`src/rtl/bxn_counter_pkg.sv`:
```
// Shared control-path constants for the OptoHybrid trigger chain.
// Used by the FMM stage, the trigger stage and the bunch-crossing counter.
//   LHC_BX_MAX         : last bunch-crossing number of an orbit (wraps to 0)
//   BXN_WIDTH          : width of every bunch-crossing number
//   ERR_CNT_WIDTH      : default width of saturating error counters
//   L0_LATENCY_DEFAULT : nominal counter preset applied on resync
package bxn_counter_pkg;

    localparam int LHC_BX_MAX         = 3563;
    localparam int BXN_WIDTH          = 12;
    localparam int ERR_CNT_WIDTH      = 8;
    localparam int L0_LATENCY_DEFAULT = 160;

endpackage : bxn_counter_pkg

```
`src/rtl/bxn_counter_sat_counter.sv`:
```
// Saturating event counter with synchronous clear.
//   clock : counter clock
//   clr_i : clear to zero; has priority over inc_i
//   inc_i : count one event; holds once all-ones is reached
//   cnt_o : current count
module sat_counter #(
    parameter int WIDTH = 8
) (
    input  logic             clock,
    input  logic             clr_i,
    input  logic             inc_i,
    output logic [WIDTH-1:0] cnt_o
);

    logic [WIDTH-1:0] cnt_q;

    always_ff @(posedge clock) begin
        if (clr_i) begin
            cnt_q <= '0;
        end else if (inc_i && (cnt_q != '1)) begin
            cnt_q <= cnt_q + 1'b1;
        end
    end

    assign cnt_o = cnt_q;

endmodule : sat_counter

```
`src/rtl/bxn_counter.sv`:
```
// Bunch-crossing counter for the OptoHybrid control path.
// Counts 0..BXN_MAX, is preset to the L0 offset on resync, checks every TTC
// BX0 against the expected count while the FMM stage reports run, and latches
// the count at pre-trigger and at L1A for event headers.
//   clock            : 40 MHz LHC clock
//   reset_i          : synchronous active-high reset, registered once before use
//   ttc_bx0          : TTC BX0 strobe
//   ttc_resync       : TTC resync strobe (preset counter, clear errors)
//   fmm_trig_stop    : 1 = FMM not in run, sync checking suspended
//   bxn_offset       : preset value; values above BXN_MAX load 0
//   sync_err_reset   : clears sticky error flag and error counter
//   trig_pretrig     : pre-trigger strobe, latches bxn into bxn_pretrig
//   ttc_l1a          : L1A strobe, latches bxn into bxn_l1a
//   bxn              : current bunch-crossing number
//   bx0_local        : high in the cycle bxn==0
//   bxn_sync_err     : sticky BX0 misalignment flag
//   bxn_sync_err_cnt : saturating misalignment count
//   bxn_pretrig      : bxn captured at pre-trigger
//   bxn_l1a          : bxn captured at L1A
module bxn_counter
    import bxn_counter_pkg::*;
#(
    parameter int BXN_MAX       = LHC_BX_MAX,
    parameter int BXN_WIDTH     = bxn_counter_pkg::BXN_WIDTH,
    parameter int ERR_CNT_WIDTH = bxn_counter_pkg::ERR_CNT_WIDTH
) (
    input  logic                     clock,
    input  logic                     reset_i,
    input  logic                     ttc_bx0,
    input  logic                     ttc_resync,
    input  logic                     fmm_trig_stop,
    input  logic [BXN_WIDTH-1:0]     bxn_offset,
    input  logic                     sync_err_reset,
    input  logic                     trig_pretrig,
    input  logic                     ttc_l1a,
    output logic [BXN_WIDTH-1:0]     bxn,
    output logic                     bx0_local,
    output logic                     bxn_sync_err,
    output logic [ERR_CNT_WIDTH-1:0] bxn_sync_err_cnt,
    output logic [BXN_WIDTH-1:0]     bxn_pretrig,
    output logic [BXN_WIDTH-1:0]     bxn_l1a
);

    localparam logic [BXN_WIDTH-1:0] BXN_MAX_V = BXN_WIDTH'(BXN_MAX);

    logic                 reset_q;
    logic [BXN_WIDTH-1:0] bxn_q, bxn_d;
    logic [BXN_WIDTH-1:0] offset_eff;
    logic                 bx0_local_q;
    logic                 sync_err_q;
    logic [BXN_WIDTH-1:0] bxn_pretrig_q;
    logic [BXN_WIDTH-1:0] bxn_l1a_q;
    logic                 check_en;
    logic                 misalign;
    logic                 err_clr;

    // An out-of-range preset would leave the counter outside its orbit, so
    // it is replaced by 0.
    always_comb begin
        offset_eff = (bxn_offset <= BXN_MAX_V) ? bxn_offset : '0;
    end

    always_comb begin
        bxn_d = bxn_q + 1'b1;
        if (reset_q || ttc_resync) begin
            bxn_d = offset_eff;
        end else if (bxn_q == BXN_MAX_V) begin
            bxn_d = '0;
        end
    end

    // BX0 is expected exactly when the counter sits at the preset value; a
    // BX0 elsewhere, or no BX0 there, is a misalignment. BX0 never re-aligns
    // the counter, only resync does.
    always_comb begin
        check_en = !reset_q && !ttc_resync && !fmm_trig_stop;
        misalign = check_en && (ttc_bx0 ? (bxn_q != offset_eff)
                                        : (bxn_q == offset_eff));
        err_clr  = reset_q || ttc_resync || sync_err_reset;
    end

    always_ff @(posedge clock) begin
        reset_q <= reset_i;
        if (reset_q) begin
            bxn_q         <= offset_eff;
            bx0_local_q   <= 1'b0;
            sync_err_q    <= 1'b0;
            bxn_pretrig_q <= '0;
            bxn_l1a_q     <= '0;
        end else begin
            bxn_q       <= bxn_d;
            bx0_local_q <= (bxn_d == '0);
            if (err_clr) begin
                sync_err_q <= 1'b0;
            end else if (misalign) begin
                sync_err_q <= 1'b1;
            end
            if (trig_pretrig) begin
                bxn_pretrig_q <= bxn_q;
            end
            if (ttc_l1a) begin
                bxn_l1a_q <= bxn_q;
            end
        end
    end

    sat_counter #(
        .WIDTH (ERR_CNT_WIDTH)
    ) u_err_cnt (
        .clock (clock),
        .clr_i (err_clr),
        .inc_i (misalign),
        .cnt_o (bxn_sync_err_cnt)
    );

    assign bxn          = bxn_q;
    assign bx0_local    = bx0_local_q;
    assign bxn_sync_err = sync_err_q;
    assign bxn_pretrig  = bxn_pretrig_q;
    assign bxn_l1a      = bxn_l1a_q;

endmodule : bxn_counter

```
`config.mk`:
```
export PLATFORM = sky130hd
export DESIGN_NAME = bxn_counter
export DESIGN_NICKNAME = d
export VERILOG_FILES = /design/src/rtl/bxn_counter_pkg.sv /design/src/rtl/bxn_counter_sat_counter.sv /design/src/rtl/bxn_counter.sv
export SDC_FILE = /design/constraint.sdc
export NUM_CORES = 1
export LEC_CHECK = 0
export CAP_MARGIN = 20
export CORE_MARGIN = 3
export CORE_UTILIZATION = 45
export CTS_BUF_LIST = sky130_fd_sc_hd__clkbuf_2 sky130_fd_sc_hd__clkbuf_4 sky130_fd_sc_hd__clkbuf_8
export DETAILED_ROUTE_END_ITERATION = 8
export GPL_TIMING_DRIVEN = 0
export MAX_ROUTING_LAYER = met4
export PLACE_DENSITY = 0.86
export SYNTH_ARGS = -nofsm -noshare
export SYNTH_HDL_FRONTEND = slang
export SYNTH_SLANG_ARGS = --single-unit
```
`constraint.sdc`:
```
create_clock -name clock -period 5.2 [get_ports clock]
set_input_delay 1.04 -clock clock [delete_from_list [all_inputs] [get_ports clock]]
set_output_delay 1.04 -clock clock [all_outputs]
set_load 0.02 [all_outputs]
```
---- After elaboration in Yosys (flattened, before gate mapping) ----
Index checks and enable logic that the tools add are counted.
storage, ports and cells
  register bits after elaboration ......... 47
  bits in latches ......................... 0
  memory bits (writable) .................. 0
  ROM bits ................................ 0
  output and inout bits ................... 46
  word-level logic and storage cells ...... 30
  memories ................................ 0
cells by class
  add/sub/neg operators ................... 2
  multipliers ............................. 0
  divide/modulo/power cells ............... 0
  $lt $le $gt $ge ......................... 1
  eq/ne operators ......................... 4
  shift-type cells ........................ 0
  muxes and demuxes ....................... 5
  bitwise gates (word level) .............. 0
  reduce and logical (&&, ||, !) cells .... 11
operator list
  cell                   number
  $mux 12                4
  $add 12x1->12 const B  1
  $eq 12x12->1           1
  $eq 12x12->1 const B   1
  $le 12x12->1 const B   1
  $logic_not 12->1       1
  $ne 12x12->1           1
  $add 8x1->8 const B    1
  $ne 8x8->1 const B     1
  $logic_and 1x1->1      4
  $logic_not 1->1        3
  $logic_or 1x1->1       2
  $reduce_or 2->1        1
  $mux 1                 1

---- Longest topological paths before layout ----
  word-level depth ........................ 6
  depth in mapped cells ................... 9

---- By module ----
Synthesis repeated with hierarchy kept, for this count alone.
unflattened totals
  cell total of the unflattened synthesis .. 283
  area total of the unflattened synthesis .. 2,438.6 µm²
modules (own cells, without submodules)
  module       times used  cells an instance  area an instance (µm²)
  bxn_counter  1           237                2,008.2
  sat_counter  1           46                 430.4

---- Worst setup path before layout ----
OpenSTA, ideal clock, no wires.
  path kind ............................... in2reg
  from .................................... input bxn_offset[10]
  to ...................................... register sync_err_q (netlist: bxn_sync_err)
  setup time .............................. 0.117 ns
  data arrival time ....................... 2.614 ns
  data required time ...................... 5.083 ns
  path slack .............................. 2.469 ns
  cell stages on the path ................. 8
  buffers on the path ..................... 1
  path through ............................ clkbuf_1 > nand2_1 > nor3_4 > or3_1 > a32oi_2 > a31oi_1 > or2_1 > a22o_1
between the ends
  cells in the longest elaborated chain, start to end .. 5
  elaborated cells between the ends (all ways) .. 6
ends and longest elaborated chain
  item                                                 RTL line                              source
  from (decl)                                          bxn_counter.sv:32                     input logic [BXN_WIDTH-1:0] bxn_offset,
  $le 12x12->1                                         bxn_counter.sv:60                     offset_eff = (bxn_offset <= BXN_MAX_V) ? bxn_offset : '0;
  $mux 12 *                                            bxn_counter.sv:60
  $eq 12x12->1 / $ne 12x12->1 (equally long branches)  bxn_counter.sv:78, bxn_counter.sv:77
  $mux 1 *                                             bxn_counter.sv:77                     misalign = check_en && (ttc_bx0 ? (bxn_q != offset_eff)
  $logic_and 1x1->1 *                                  bxn_counter.sv:77
  to (signal assigned)                                 bxn_counter.sv:87                     sync_err_q <= 1'b0;
  to (signal assigned)                                 bxn_counter.sv:94                     sync_err_q <= 1'b0;
  to (signal assigned)                                 bxn_counter.sv:96                     sync_err_q <= 1'b1;
  to (decl)                                            bxn_counter.sv:50                     logic sync_err_q;
Every way passes the cells marked *; elsewhere a longest branch is shown, timed or not.
A chain may end at the register's enable or synchronous reset.

---- Final worst setup path ----
  from .................................... input bxn_offset[5]
  to ...................................... register u_err_cnt.cnt_q[3] (netlist: u_err_cnt.cnt_o[3])
between the ends
  cells in the longest elaborated chain, start to end .. 6
  elaborated cells between the ends (all ways) .. 7
ends and longest elaborated chain
  item                                                 RTL line                              source
  $le 12x12->1                                         bxn_counter.sv:60
  $mux 12 *                                            bxn_counter.sv:60
  $eq 12x12->1 / $ne 12x12->1 (equally long branches)  bxn_counter.sv:78, bxn_counter.sv:77
  $mux 1 *                                             bxn_counter.sv:77
  $logic_and 1x1->1 *                                  bxn_counter.sv:77
  $logic_and 1x1->1 *                                  bxn_counter_sat_counter.sv:20         end else if (inc_i && (cnt_q != '1)) begin
  to (signal assigned)                                 bxn_counter_sat_counter.sv:21         cnt_q <= cnt_q + 1'b1;
  to (decl)                                            bxn_counter_sat_counter.sv:15         logic [WIDTH-1:0] cnt_q;
Marks and branches as above.

==> results.md <==
- RSZ-0062 raised after global routing: false
- Hold_sp: bxn_l1a[1]
- Syn Std Cell Area: roughly 0.0025 mm²
- Setup TNS: 0 ns
- Top-count cell post-synth: dfxtp_1
- Top post-synthesis cells by count: 47 x dfxtp_1, 40 x nor2_1, 33 x mux2i_1
- Die Footprint: between 0.006 and 0.007 mm²
- Final #Nets: 386
- Initial Utilization: ~48%
- IO Pins: between 60 and 70
- Worst skew pair latency: 0.31 ns
- Crit path DAT: approximately 3.5 ns
- Fin crit share: a little under two thirds
- Hold Path Class: reg -> reg
- Hold Vio Cnt, Final: 0
- Post-CTS resize count: 0
- Flops & latches, synth: 47
- Number of max-cap violations: 0
- Post-Syn Instances: approximately 290
- DP Area: around 0.0032 mm²
- Crit path launch: bxn_offset[5]
- CTS tree: done
- Max Clock Skew: around 0.011 ns
- ANT nets after route: 0
- Post-route cell area: between 0.003 and 0.004 mm²
- Wire length per cell: ~16 µm
- Largest net degree at the start of global routing: 17
- Top-area cell type share of the netlist area: 37.36%
- Core area: roughly 0.0053 mm²
- Slew margin rel.: between 40% and 50%
- Fin. max-slew vios: 0
- CTS Hold Bufs: 0
- Postcts setup bufs: 0
- Worst Path Max Fanout: 7
- Root Buffer: clkbuf_8
- Post-layout util: 63.79%
- Worst R2R Setup Slack: 2.73 ns
- Critical path capture point type: register
- Max Freq: 302.6 MHz
- Largest area contributor in the netlist: dfxtp_1
- N_diodes: 0
- Detailed Route Iter0 Violations: about 200
- DR pass1 iterations: 5
- Vias in the first global route: about 2300
- IO Port Bufs: 64
- Clock sinks: 47
- Cts bufs inserted: 5
- Final min period: about 3.3 ns
- Post-synth ARST share: 0%
- Clk buf depth: 2
- Synth Warn #: 0
- Leakage: about 0.0013 µW
- Crit start category: input pin
- Crit Path Class: in -> reg
- Area grow syn2layout: 33.48%
- Peak supply drop: ~0.00017 V
- H-Tree Depth: 2
- Syn Nets: 315
- Req. time, crit path: ~5.4 ns
- Critical R2R Launch: bxn[8]
- Status: complete, no violations
- GPL Wtd Cong: between 0.8 and 0.9
- Worst Tran Pin Value: between 0.7 and 0.8 ns
- Count of cell types in the netlist: between 50 and 60
- GR Util All Layers: 22.10%
- PwrDens: between 200 and 300 mW/mm²
- Seq/Total Area, Yosys: between 30% and 40%
- Number of flops mapped to enable cells by yosys: 0
- Row count: 26
- Clock-pin slew of the registers on the worst-case setup and hold paths: 0.09 ns
- Top area cells in the synthesized netlist: dfxtp_1 37%, mux2i_1 13%, nor2_1 6.0%
- DIE HEIGHT: 80.82 µm
- Via/cell ratio: 5.575
- Drt total wl: approximately 6800 µm
- Primary FF master, synth: dfxtp_1
- Layout cell share with drive strength beyond 1: 7.397%
- Hpwl dp: 4890 µm
- Routed via count: about 2400
- Final setup viols: 0
- Antenna violations before repair: 0
- Die width: between 80 and 90 µm
- First-pass GRT wire length: approximately 11000 µm
- Drt drc: 0
- Total grt overflow: 0
- Mean Syn Cell Area: approximately 8.6 µm²
## through the flow
step                instances  setup WS (ns)  total power, µW  hold WS, ns
detailed placement        427          1.625            628.7       0.4805
floorplan                 293          2.469            534.3       0.5566
global placement          427          1.700            624.7       0.4708
finish                    435          1.896            899.5       0.4998
CTS                       435          1.932            902.9       0.5086
global route              435          1.799            937.4       0.5301
## worst paths after layout
path	end	cells after the start
max	u_err_cnt.cnt_o[3]	8
min	bxn_l1a[1]	2
max reg2reg	bx0_local	7
min reg2reg	bxn_l1a[1]	2
## worst max-delay path, cell delays in order
cell,delay (ns)
clkdlybuf4s50_1,0.55
a41oi_2,0.42
nor3_4,0.13
or3_1,0.41
a32oi_2,0.24
a31oi_1,0.22
or2_1,0.30
a31o_1,0.19
## flip-flops by register name, indices dropped and copies added, names as in the netlist
signal / count
bx0_local: 1
bxn_sync_err: 1
bxn: 12
bxn_pretrig: 12
u_err_cnt.cnt_o: 8
reset_q: 1
bxn_l1a: 12
## placed cells by master (no fill, tap or decap), types with 2 or more instances in the layout
cell type        Yosys  layout
buf_1                3       3
ha_1                 2       2
and2_1               2       2
nor2b_1              3       3
a22o_1               2       2
o22ai_1              2       2
o21ai_0             13      13
nor2_1              40      40
nor3_1               3       3
xor2_1               7       7
xnor2_1              7       7
mux2i_1             33      33
clkbuf_1            10      10
inv_1                7       7
or3_1                4       4
clkdlybuf4s50_1      0      64
a21oi_1              7       7
dfxtp_1             47      47
and4_1               4       4
and3_1               4       4
a31oi_1              4       4
o211a_1              2       2
buf_2                4       4
nand4_1              5       5
clkbuf_8             0       5
nor4_1               3       3
nand2_1             32      32
nand3_1              9       9
nand2b_1             5       5
## kinds of logic (layout without fill, tap and decap cells)
family,Yosys count,in the layout,share of synthesized area (%)
muxes,33,33,13.11
buffers and inverters,27,99,4.720
and+or+nand+nor,125,125,25.14
DFF,47,47,37.36
adders and majority gates,2,2,0.9934
xor gates and xnor gates,14,14,4.868
AOI/OAI and AO/OA,45,45,13.81
## routing by layer
metal / share of wire, % / vias up / GRT usage (%)
met1: 43 / 1138 / 27.97
met3: 7.1 / 13 / 4.324
li1: - / 1171 / -
met4: 2.0 / 0 / 8.277
met5: 0 / - / -
met2: 48 / 103 / 34.98
## final cells by class
type | instances | area (µm²)
multi-input cells | 219 | 1459
inverters | 7 | 26.28
repair buffers | 64 | 640.6
well taps | 70 | 87.58
fillers | 449 | 1908
clock buffers | 5 | 68.82
flip-flops and latches | 47 | 940.9
clock inverters | 3 | 46.29
plain buffers | 20 | 92.59
## power breakdown
part	switching, µW	internal, µW
clock network	131	145
registers	14.7	383
logic	127	99.4
total	272	627
Power figures use the tool's default switching activity.
